`config.mk`:
```
export PLATFORM = sky130hd
export DESIGN_NAME = ether_packet_gen_flat
export DESIGN_NICKNAME = d
export VERILOG_FILES = /design/src/rtl/ether_packet_gen_if.sv /design/src/rtl/ether_packet_gen.sv /design/src/flat_wrapper.sv
export SDC_FILE = /design/constraint.sdc
export NUM_CORES = 1
export LEC_CHECK = 0
export ABC_AREA = 1
export BUFFER_PORTS_ARGS = -buffer_cell sky130_fd_sc_hd__buf_2
export CORE_MARGIN = 1.5
export CORE_UTILIZATION = 46
export CTS_CLUSTER_DIAMETER = 100
export DETAILED_ROUTE_END_ITERATION = 10
export PLACE_DENSITY = 0.72
export SYNTH_ARGS = -nofsm -noshare
export SYNTH_HDL_FRONTEND = slang
export SYNTH_SLANG_ARGS = --single-unit
```
`constraint.sdc`:
```
create_clock -name clk_125 -period 3.1 [get_ports clk_125]
set_clock_uncertainty 0.05 [all_clocks]
set_input_delay 0.31 -clock clk_125 [delete_from_list [all_inputs] [get_ports clk_125]]
set_output_delay 0.31 -clock clk_125 [all_outputs]
set_load 0.02 [all_outputs]
```
`src/rtl/ether_packet_gen_if.sv`:
```
`default_nettype none
// +--------------------------------------------------------------------+
// | ether_packet_gen_if : control inputs, status and GMII TX pin bundle |
// | Rev 1.0                                                            |
// +--------------------------------------------------------------------+
interface ether_packet_gen_if;
   logic        enable;
   logic        err_inject;
   logic        phy_rst;
   logic        phy_en;
   logic        phy_er;
   logic [7:0]  phy_data;
   logic        busy;
   logic        frame_done;
   logic [15:0] frame_seq;

   modport master (
      input  enable,
      input  err_inject,
      output phy_rst,
      output phy_en,
      output phy_er,
      output phy_data,
      output busy,
      output frame_done,
      output frame_seq
   );

   modport slave (
      output enable,
      output err_inject,
      input  phy_rst,
      input  phy_en,
      input  phy_er,
      input  phy_data,
      input  busy,
      input  frame_done,
      input  frame_seq
   );
endinterface
`default_nettype wire

```
`src/rtl/ether_packet_gen.sv`:
```
`default_nettype none
// +--------------------------------------------------------------------+
// | ether_packet_gen : GMII Ethernet II frame generator with PHY reset  |
// | Rev 1.0                                                            |
// +--------------------------------------------------------------------+
module ether_packet_gen #(
   parameter logic [47:0] DST_MAC        = 48'hFFFFFFFFFFFF,
   parameter logic [47:0] SRC_MAC        = 48'h000A35000001,
   parameter logic [15:0] ETHERTYPE      = 16'h88B5,
   parameter int          PAYLOAD_LEN    = 46,
   parameter int          PAYLOAD_MODE   = 0,
   parameter logic [7:0]  PAYLOAD_BYTE   = 8'hA5,
   parameter int          IFG_CYCLES     = 12,
   parameter int          FRAME_COUNT    = 0,
   parameter int          PHY_RST_CYCLES = 1250
) (
   input wire logic           clk_125,
   input wire logic           rst_n,
   ether_packet_gen_if.master bus
);

   localparam int PAY_TOTAL = (PAYLOAD_LEN < 46) ? 46 : PAYLOAD_LEN;
   localparam int IFG_TOTAL = (IFG_CYCLES < 12) ? 12 : IFG_CYCLES;
   localparam int RST_WAIT  = (PHY_RST_CYCLES < 2) ? 0 : PHY_RST_CYCLES - 2;

   localparam logic [15:0]  PAY_LAST    = 16'(PAY_TOTAL - 1);
   localparam logic [15:0]  PAY_USED    = 16'(PAYLOAD_LEN);
   localparam logic [15:0]  IFG_LAST    = 16'(IFG_TOTAL - 1);
   localparam logic [15:0]  RST_LAST    = 16'(RST_WAIT);
   localparam logic [31:0]  SESSION_MAX = 32'(FRAME_COUNT);
   localparam logic [111:0] HDR         = {DST_MAC, SRC_MAC, ETHERTYPE};

   typedef enum logic [2:0] {
      S_PHYRST = 3'd0,
      S_IDLE   = 3'd1,
      S_PRE    = 3'd2,
      S_SFD    = 3'd3,
      S_HDR    = 3'd4,
      S_PAY    = 3'd5,
      S_FCS    = 3'd6,
      S_IFG    = 3'd7
   } state_t;

   state_t      state_q, state_d;
   logic [15:0] cnt_q, cnt_d;
   logic [31:0] sess_q, sess_d;
   logic [31:0] crc_q, crc_d;
   logic [15:0] frame_seq_q, frame_seq_d;
   logic        phy_rst_q, phy_rst_d;
   logic        phy_en_q, phy_en_d;
   logic        phy_er_q, phy_er_d;
   logic [7:0]  phy_data_q, phy_data_d;
   logic        busy_q, busy_d;
   logic        frame_done_q, frame_done_d;

   logic        session_full;
   logic [6:0]  hdr_lsb;
   logic [7:0]  hdr_byte;
   logic [7:0]  pay_byte;
   logic [7:0]  fcs_byte;
   logic [31:0] fcs;

   // Reflected CRC-32 (poly 0xEDB88320), one byte per call, LSB first.
   function automatic logic [31:0] crc32_byte(input logic [31:0] crc, input logic [7:0] d);
      logic [31:0] c;
      c = crc;
      for (int i = 0; i < 8; i++) begin
         c = (c[0] ^ d[i]) ? ((c >> 1) ^ 32'hEDB88320) : (c >> 1);
      end
      return c;
   endfunction

   always_comb begin
      session_full = (FRAME_COUNT != 0) && (sess_q >= SESSION_MAX);
      hdr_lsb      = 7'd104 - {cnt_q[3:0], 3'b000};
      hdr_byte     = HDR[hdr_lsb +: 8];
      if (cnt_q >= PAY_USED) begin
         pay_byte = 8'h00;
      end else if (PAYLOAD_MODE != 0) begin
         pay_byte = PAYLOAD_BYTE;
      end else begin
         pay_byte = frame_seq_q[7:0] + cnt_q[7:0];
      end
      fcs = ~crc_q;
      case (cnt_q[1:0])
         2'd0:    fcs_byte = fcs[7:0];
         2'd1:    fcs_byte = fcs[15:8];
         2'd2:    fcs_byte = fcs[23:16];
         default: fcs_byte = fcs[31:24];
      endcase
   end

   // Outputs are decoded from the current state and registered, so the pins
   // trail the state register by one clock.
   always_comb begin
      state_d      = state_q;
      cnt_d        = cnt_q;
      sess_d       = sess_q;
      crc_d        = crc_q;
      frame_seq_d  = frame_seq_q;
      phy_rst_d    = 1'b1;
      phy_en_d     = 1'b0;
      phy_er_d     = 1'b0;
      phy_data_d   = 8'h00;
      busy_d       = 1'b0;
      frame_done_d = 1'b0;

      case (state_q)
         S_PHYRST: begin
            phy_rst_d = 1'b0;
            cnt_d     = cnt_q + 16'd1;
            if (cnt_q >= RST_LAST) begin
               state_d = S_IDLE;
               cnt_d   = 16'd0;
            end
         end
         S_IDLE: begin
            if (!bus.enable) begin
               sess_d = 32'd0;
            end else if (!session_full) begin
               state_d = S_PRE;
               cnt_d   = 16'd0;
            end
         end
         S_PRE: begin
            phy_en_d   = 1'b1;
            busy_d     = 1'b1;
            phy_data_d = 8'h55;
            crc_d      = 32'hFFFFFFFF;
            cnt_d      = cnt_q + 16'd1;
            if (cnt_q == 16'd6) begin
               state_d = S_SFD;
               cnt_d   = 16'd0;
            end
         end
         S_SFD: begin
            phy_en_d   = 1'b1;
            busy_d     = 1'b1;
            phy_data_d = 8'hD5;
            state_d    = S_HDR;
            cnt_d      = 16'd0;
         end
         S_HDR: begin
            phy_en_d   = 1'b1;
            busy_d     = 1'b1;
            phy_data_d = hdr_byte;
            crc_d      = crc32_byte(crc_q, hdr_byte);
            cnt_d      = cnt_q + 16'd1;
            if (cnt_q == 16'd13) begin
               state_d = S_PAY;
               cnt_d   = 16'd0;
            end
         end
         S_PAY: begin
            phy_en_d   = 1'b1;
            busy_d     = 1'b1;
            phy_er_d   = bus.err_inject;
            phy_data_d = pay_byte;
            crc_d      = crc32_byte(crc_q, pay_byte);
            cnt_d      = cnt_q + 16'd1;
            if (cnt_q == PAY_LAST) begin
               state_d = S_FCS;
               cnt_d   = 16'd0;
            end
         end
         S_FCS: begin
            phy_en_d   = 1'b1;
            busy_d     = 1'b1;
            phy_data_d = fcs_byte;
            cnt_d      = cnt_q + 16'd1;
            if (cnt_q == 16'd3) begin
               frame_done_d = 1'b1;
               frame_seq_d  = frame_seq_q + 16'd1;
               sess_d       = sess_q + 32'd1;
               state_d      = S_IFG;
               cnt_d        = 16'd0;
            end
         end
         S_IFG: begin
            busy_d = 1'b1;
            cnt_d  = cnt_q + 16'd1;
            // The IDLE decision is folded into the last gap cycle so that
            // back-to-back frames see exactly IFG_TOTAL idle clocks.
            if (cnt_q == IFG_LAST) begin
               cnt_d   = 16'd0;
               state_d = (bus.enable && !session_full) ? S_PRE : S_IDLE;
            end
         end
         default: begin
            state_d = S_PHYRST;
            cnt_d   = 16'd0;
         end
      endcase
   end

   always_ff @(posedge clk_125 or negedge rst_n) begin
      if (!rst_n) begin
         state_q      <= S_PHYRST;
         cnt_q        <= 16'd0;
         sess_q       <= 32'd0;
         crc_q        <= 32'hFFFFFFFF;
         frame_seq_q  <= 16'd0;
         phy_rst_q    <= 1'b0;
         phy_en_q     <= 1'b0;
         phy_er_q     <= 1'b0;
         phy_data_q   <= 8'h00;
         busy_q       <= 1'b0;
         frame_done_q <= 1'b0;
      end else begin
         state_q      <= state_d;
         cnt_q        <= cnt_d;
         sess_q       <= sess_d;
         crc_q        <= crc_d;
         frame_seq_q  <= frame_seq_d;
         phy_rst_q    <= phy_rst_d;
         phy_en_q     <= phy_en_d;
         phy_er_q     <= phy_er_d;
         phy_data_q   <= phy_data_d;
         busy_q       <= busy_d;
         frame_done_q <= frame_done_d;
      end
   end

   assign bus.phy_rst    = phy_rst_q;
   assign bus.phy_en     = phy_en_q;
   assign bus.phy_er     = phy_er_q;
   assign bus.phy_data   = phy_data_q;
   assign bus.busy       = busy_q;
   assign bus.frame_done = frame_done_q;
   assign bus.frame_seq  = frame_seq_q;

endmodule
`default_nettype wire

```
`src/flat_wrapper.sv`:
```
// flat-port wrapper written by rule: the top's interface ports become plain ports
module ether_packet_gen_flat 
#(
   parameter logic [47:0] DST_MAC        = 48'hFFFFFFFFFFFF,
   parameter logic [47:0] SRC_MAC        = 48'h000A35000001,
   parameter logic [15:0] ETHERTYPE      = 16'h88B5,
   parameter int          PAYLOAD_LEN    = 46,
   parameter int          PAYLOAD_MODE   = 0,
   parameter logic [7:0]  PAYLOAD_BYTE   = 8'hA5,
   parameter int          IFG_CYCLES     = 12,
   parameter int          FRAME_COUNT    = 0,
   parameter int          PHY_RST_CYCLES = 1250
)
  (clk_125, rst_n, bus_enable, bus_err_inject, bus_phy_rst, bus_phy_en, bus_phy_er, bus_phy_data, bus_busy, bus_frame_done, bus_frame_seq);
  ether_packet_gen_if bus_i ();
  input wire logic clk_125;
  input wire logic rst_n;
  input wire logic [$bits(bus_i.enable)-1:0] bus_enable;
  input wire logic [$bits(bus_i.err_inject)-1:0] bus_err_inject;
  output wire logic [$bits(bus_i.phy_rst)-1:0] bus_phy_rst;
  output wire logic [$bits(bus_i.phy_en)-1:0] bus_phy_en;
  output wire logic [$bits(bus_i.phy_er)-1:0] bus_phy_er;
  output wire logic [$bits(bus_i.phy_data)-1:0] bus_phy_data;
  output wire logic [$bits(bus_i.busy)-1:0] bus_busy;
  output wire logic [$bits(bus_i.frame_done)-1:0] bus_frame_done;
  output wire logic [$bits(bus_i.frame_seq)-1:0] bus_frame_seq;
  assign bus_i.enable = bus_enable;
  assign bus_i.err_inject = bus_err_inject;
  assign bus_phy_rst = bus_i.phy_rst;
  assign bus_phy_en = bus_i.phy_en;
  assign bus_phy_er = bus_i.phy_er;
  assign bus_phy_data = bus_i.phy_data;
  assign bus_busy = bus_i.busy;
  assign bus_frame_done = bus_i.frame_done;
  assign bus_frame_seq = bus_i.frame_seq;
  ether_packet_gen #(.DST_MAC(DST_MAC), .SRC_MAC(SRC_MAC), .ETHERTYPE(ETHERTYPE), .PAYLOAD_LEN(PAYLOAD_LEN), .PAYLOAD_MODE(PAYLOAD_MODE), .PAYLOAD_BYTE(PAYLOAD_BYTE), .IFG_CYCLES(IFG_CYCLES), .FRAME_COUNT(FRAME_COUNT), .PHY_RST_CYCLES(PHY_RST_CYCLES)) u_core (.clk_125(clk_125), .rst_n(rst_n), .bus(bus_i));
endmodule
```
=== Yosys cells after proc, flatten, opt, wreduce, memory -nomap -nowiden ===
Index checks and enable logic that the tools add are counted.
W data, S select, Z words.

* RAM bits: 0
* Memory bits (read-only): 0
* Bits in registers: 80
* Memories: 0
* Latch bits: 0
* Input port bits: 4
* Word-level logic and storage cells: 120
* Output and inout bits: 29

* Mux-type cells: 43
* Div/mod/pow operators: 0
* Bitwise gates (word level): 32
* Shifts and indexed selects: 1
* Reduce and logical (&&, ||, !) cells: 7
* Multiply operators: 0
* Eq/ne operators: 21
* Magnitude comparators: 2
* Add/sub/neg operators: 4

{| class="wikitable"
|+ Operators by type and width
! cell !! number
|-
| $mux W32 || 16
|-
| $not A13 Y14 || 15
|-
| $pmux W16 S8 || 1
|-
| $mux W16 || 7
|-
| $shiftx A112 B8 Y8 const A || 1
|-
| $pmux W32 S3 || 1
|-
| $pmux W8 S5 || 1
|-
| $add A16 B1 Y16 const B || 2
|-
| $eq A16 B4 Y1 const B || 2
|-
| $not A32 Y32 || 1
|-
| $pmux W3 S8 || 1
|-
| $pmux W8 S3 || 1
|-
| $mux W3 || 7
|-
| $eq A16 B2 Y1 const B || 1
|-
| $eq A16 B3 Y1 const B || 1
|-
| $eq A16 B6 Y1 const B || 1
|-
| $ge A16 B11 Y1 const B || 1
|-
| $ge A16 B6 Y1 const B || 1
|-
| $xor A1 B1 Y1 || 16
|-
| $eq A3 B3 Y1 const B || 4
|-
| $ne A2 B1 Y1 const B || 6
|-
| $add A8 B8 Y8 || 1
|-
| $mux W8 || 1
|-
| $reduce_and A7 Y1 || 1
|-
| 14 further kinds || 20
|}

=== Logic depth before layout (Yosys ltp) ===
* Word-level depth: 19
* Gate-level depth with buffers: 22
* Mapped depth without buffers: 22

=== Worst setup path before layout ===
No wires, ideal clock.

* Path type: register to register
* Start point: reg u_core.cnt_q[1]
* End point: reg u_core.crc_q[24]
* Required time: 2.977 ns
* Data arrival time: 2.612 ns
* Clock period less this slack: 2.735 ns
* Buffers on the path: 0
* Setup slack: 0.365 ns
* Setup time: 0.073 ns
* Cell stages (with the launch flop): 17
* Path through: dfrtp_1 ha_1 inv_1 ha_1 nor2_4 inv_2 nand2_2 nand2_1 nand2_2 inv_1 xor2_1 or2_2 nand2_1 nand2_1 a21oi_1 nor2_1 a21oi_1

* Cells in the longest elaborated chain, start to end: 17
* Elaborated cells on any way between the ends: 44
* Those cells by class: 2 x add/sub; 1 x order compare; 1 x shift; 18 x mux; 22 x bitwise

{| class="wikitable"
|+ RTL lines
! item !! line !! text
|-
| start: declaration || ether_packet_gen.sv:45 || <nowiki>logic [15:0] cnt_q, cnt_d;</nowiki>
|-
| start signal: assignment || ether_packet_gen.sv:211 || <nowiki>cnt_q <= cnt_d;</nowiki>
|-
| $sub A7 B7 Y7 or $ge A16 B6 Y1 (tied branches) || ether_packet_gen.sv:75, ether_packet_gen.sv:77 ||
|-
| $shiftx A112 B8 Y8 or $mux W8 (tied branches) || ether_packet_gen.sv:76, ether_packet_gen.sv:77 ||
|-
| $xor A1 B1 Y1 || ether_packet_gen.sv:68 || <nowiki>c = (c[0] ^ d[i]) ? ((c >> 1) ^ 32'hEDB88320) : (c >> 1);</nowiki>
|-
| $mux W32 || ether_packet_gen.sv:68 ||
|-
| $not A13 Y14 (no line) || n/a ||
|-
| $mux W32 || ether_packet_gen.sv:68 ||
|-
| $not A13 Y14 (no line) || n/a ||
|-
| $mux W32 (2 in a row) || ether_packet_gen.sv:68 ||
|-
| $not A13 Y14 (no line) || n/a ||
|-
| $mux W32 || ether_packet_gen.sv:68 ||
|-
| $not A13 Y14 (no line) || n/a ||
|-
| $mux W32 (2 in a row) || ether_packet_gen.sv:68 ||
|-
| $not A13 Y14 (no line) || n/a ||
|-
| $mux W32 || ether_packet_gen.sv:68 ||
|-
| $pmux W32 S3 * || ether_packet_gen.sv:108 || <nowiki>case (state_q)</nowiki>
|-
| end signal: assignment || ether_packet_gen.sv:213 || <nowiki>crc_q <= crc_d;</nowiki>
|-
| end: declaration || ether_packet_gen.sv:47 || <nowiki>logic [31:0] crc_q, crc_d;</nowiki>
|}

Mark *: on every way between the ends. The rest lies on a longest branch, timed or not.
A chain may end at the register's enable or synchronous reset.

=== Final worst setup path ===
* Start point: reg u_core.cnt_q[1]
* End point: reg u_core.crc_q[20]

* Cells in the longest elaborated chain, start to end: 17
* Elaborated cells on any way between the ends: 44
* Those cells by class: 2 x add/sub; 1 x order compare; 1 x shift; 18 x mux; 22 x bitwise

{| class="wikitable"
|+ RTL lines
! item !! line
|-
| $sub A7 B7 Y7 or $ge A16 B6 Y1 (tied branches) || ether_packet_gen.sv:75, ether_packet_gen.sv:77
|-
| $shiftx A112 B8 Y8 or $mux W8 (tied branches) || ether_packet_gen.sv:76, ether_packet_gen.sv:77
|-
| $xor A1 B1 Y1 || ether_packet_gen.sv:68
|-
| $mux W32 || ether_packet_gen.sv:68
|-
| $not A13 Y14 (no line) || n/a
|-
| $mux W32 (2 in a row) || ether_packet_gen.sv:68
|-
| $not A13 Y14 (no line) || n/a
|-
| $mux W32 || ether_packet_gen.sv:68
|-
| $not A13 Y14 (no line) || n/a
|-
| $mux W32 (2 in a row) || ether_packet_gen.sv:68
|-
| $not A13 Y14 (no line) || n/a
|-
| $mux W32 || ether_packet_gen.sv:68
|-
| $not A13 Y14 (no line) || n/a
|-
| $mux W32 || ether_packet_gen.sv:68
|-
| $pmux W32 S3 * || ether_packet_gen.sv:108
|}

Marks and branches as above.

==> results.py <==
metrics = {
    "logic_synthesis": {
        "netlist_area_um2": 7090,
        "ys_warn_count": 0,
        "ys_ff_latch": 80,
        "yosysUniqueCellTypes": 56,
        "ys_async_sr_fraction_pct": 100,
        "synthFlopType": "dfrtp_1",
        "synth_seq_area_share_pct": 28.8,
        "syn_inst": 984,
        "syn_nets": 1005,
        "synth_area_per_cell_um2": 7.21,
        "synth-edff-count": 0,
    },
    "placement": {
        "io_buffers": 32,
        "gp_congestion": 0.989,
        "dpl.hpwl_mm": 16.1,
    },
    "global_route": {
        "grt_first_pass_wirelength_mm": 34.1,
        "grtUsageTotal_pct": 27.6,
        "grt_max_degree": 81,
        "antenna_found_initial": 0,
        "grt_pass1_vias": 6347,
        "grt_overflow_total": 0,
    },
    "outcome": {
        "run_status": "complete, no violations",
    },
    "sta": {
        "slew_violations": 0,
        "setup_viol": 0,
        "tns_ns": 0,
        "slew_headroom_pct": 30.4,
        "fin_crit_sh_pct": 95.1,
        "tightestPinTransition_ns": 1.04,
        "period_needed_ns": 2.95,
        "finalHoldViolCount": 0,
        "rsz0062_at_grt": "no",
        "fmax_mhz": 339,
    },
    "finish": {
        "final_common_cell": "nand2_1",
        "area_growth_pct": 11.9,
        "post-route-util_pct": 52.4,
        "nets": 1051,
        "layout_common_cells": "nand2_1, inv_1, nand3_1",
        "diodes": 0,
        "drive_gt1_share_pct": 19.6,
    },
    "floorplanning": {
        "dieArea_um2": 16200,
        "io_pins": 33,
        "start_util_pct": 46.8,
        "core_region_area_um2": 15100,
        "die_h_um": 127,
        "core.rowCount": 45,
        "fp.dieW_um": 127,
    },
    "critical_path": {
        "r2r_slack_ns": 0.15,
        "cp-startpoint": "u_core.cnt_q[1]",
        "crit_type": "reg2reg",
        "r2r-end": "u_core.crc_q[20]",
        "crit_required_ns": 3.34,
        "start_kind": "flip-flop",
        "critPathSlowestCell": "dfrtp_2",
        "end_kind": "flip-flop",
        "rr_worst_depth": 17,
        "path_common_cell": "nand2_1",
        "crit_chain": "ha_1, inv_1, ha_1, nor2_4, inv_2, nand2_2, o31ai_4, xor2_2, nand2_1, nand3_1, nand2_1, nand2_1, nand2_1, nand2_1, nand2_1, nor2_2, a21oi_1",
        "cp.arrival_ns": 3.19,
        "critPathMaxFanout": 6,
        "rr_startpoint": "u_core.cnt_q[1]",
        "worstSetupEndpoint": "u_core.crc_q[20]",
        "max_stage_delay_ns": 0.44,
    },
    "cts": {
        "cts_buffers": 9,
        "cts_root_buf": "clkbuf_16",
        "cts_max_level": 3,
        "cts.sinks": 80,
        "clk_pin_slew_ns": 0.07,
        "cts_tree": "yes",
        "clk_latency_ns": 0.36,
        "clock_path_buffers": 2,
    },
    "drt": {
        "firstDrtPassIters": 6,
        "avgRoutedWirePerCell_um": 17.6,
        "drt_iter0_drc": 706,
        "vias": 6828,
        "via_per_inst": 5.58,
        "ant_nets": 0,
        "drc": 0,
        "drt-total-wl_mm": 21.5,
    },
    "job": {
        "cap_violations": 0,
    },
    "worst_hold_path": {
        "hp-class": "in2async",
    },
}
[metrics by stage]
step	cell area, um^2	hold slack (ns)	cells	setup slack, ns
after CTS	7880	0.102	1221	0.0333
after global placement	7550	0.405	1205	-0.0123
after floorplan	7090	-0.0356	984	0.365
after global routing	7940	0.113	1223	0.00119
after detailed placement	7550	0.412	1205	0.0103
final	7940	0.0642	1223	0.151
[cells by family after synthesis]
| logic type | after synthesis | share of synthesized area (%) |
|---|---|---|
| and+or+nand+nor | 499 | 34.0 |
| AOI/OAI and AO/OA | 145 | 12.2 |
| buffers and inverters | 144 | 8.11 |
| xor gates and xnor gates | 98 | 13.7 |
| DFF | 80 | 28.8 |
| adders and majority gates | 17 | 3.10 |
| muxes | 1 | 0.159 |
[registers in the layout (all words and copies together), names as in the netlist]
signal / count
u_core.crc_q: 32
u_core.bus.frame_seq: 16
u_core.cnt_q: 16
u_core.bus.phy_data: 8
u_core.state_q: 3
u_core.bus.busy: 1
u_core.bus.frame_done: 1
u_core.bus.phy_en: 1
u_core.bus.phy_er: 1
u_core.bus.phy_rst: 1
[worst min path at each step]
| stage | from | end | slack, ns | cells after the start |
|---|---|---|---|---|
| floorplan | rst_n | u_core.bus.busy | -0.04 | 0 |
| global placement | u_core.bus.frame_seq[15] | u_core.bus.frame_seq[15] | 0.41 | 1 |
| detailed placement | u_core.bus.frame_seq[15] | u_core.bus.frame_seq[15] | 0.41 | 1 |
| CTS | bus_err_inject | u_core.bus.phy_er | 0.10 | 3 |
| global route | bus_err_inject | u_core.bus.phy_er | 0.11 | 3 |
| finish | rst_n | u_core.cnt_q[9] | 0.06 | 1 |
[critical path: cells and delay by family, from the launching register on]
kind / cells / cell delay [ns]
DFF: 1 / 0.44
buffers and inverters: 2 / 0.20
adders and majority gates: 2 / 0.51
AOI/OAI and AO/OA: 2 / 0.20
and+or+nand+nor: 10 / 1.05
xor gates and xnor gates: 1 / 0.43
[Yosys cell counts (3+ instances only)]
cell      count  share of area, %
clkbuf_1     14              0.74
nand3_2       6              0.85
o22ai_1       6              0.53
ha_1         16               2.8
nor2_4        7               1.1
nand3_1     100               7.1
nand2_2      21               1.9
inv_2        12              0.63
nor2_2        3              0.26
nor2_1       63               3.3
a22oi_1       7              0.74
inv_1       106               5.6
dfrtp_1      48                17
nor4_1        3              0.26
a21oi_1      52               3.7
nand2_1     243                13
o221ai_1     10               1.2
xnor2_1      11               1.4
dfstp_2      32                12
nor3_2        3              0.42
xor2_1       75               9.3
o21ai_1       8              0.56
xor2_2        8               1.8
a32oi_1       3              0.37
o21ai_0      42               3.0
nand4_1      14               1.2
or2_2         5              0.44
a221oi_1      5              0.62
nor3_1       10              0.71
buf_2         4              0.28
nand2_4       9               1.4
a211oi_1      3              0.32
[per-layer routing]
layer / vias up / global-route usage, % / wire [um]
met4: 0 / 12.4 / 714
met1: 3170 / 37.5 / 9360
li1: 3303 / - / -
met3: 57 / 5.95 / 2010
met2: 298 / 42.2 / 9460
met5: - / 0 / 0
[cell type report]
type	instances	area, um^2
fill	1466	7210
multi-input combinational	760	4520
sequential	80	2040
inverter	122	465
timing repair buffer	57	354
tap	188	235
clock buffer	10	229
clock inverter	6	91.3
[timing repair]
item,in CTS,in global routing
gates cloned,0,0
pin swaps,0,1
hold buffers,0,0
gates resized for setup,1,13
buffers inserted,0,2
setup endpoints to repair,1,17
Power is not shown: default switching activity piles up to over one toggle a cycle in this logic, so the estimate is an artifact.
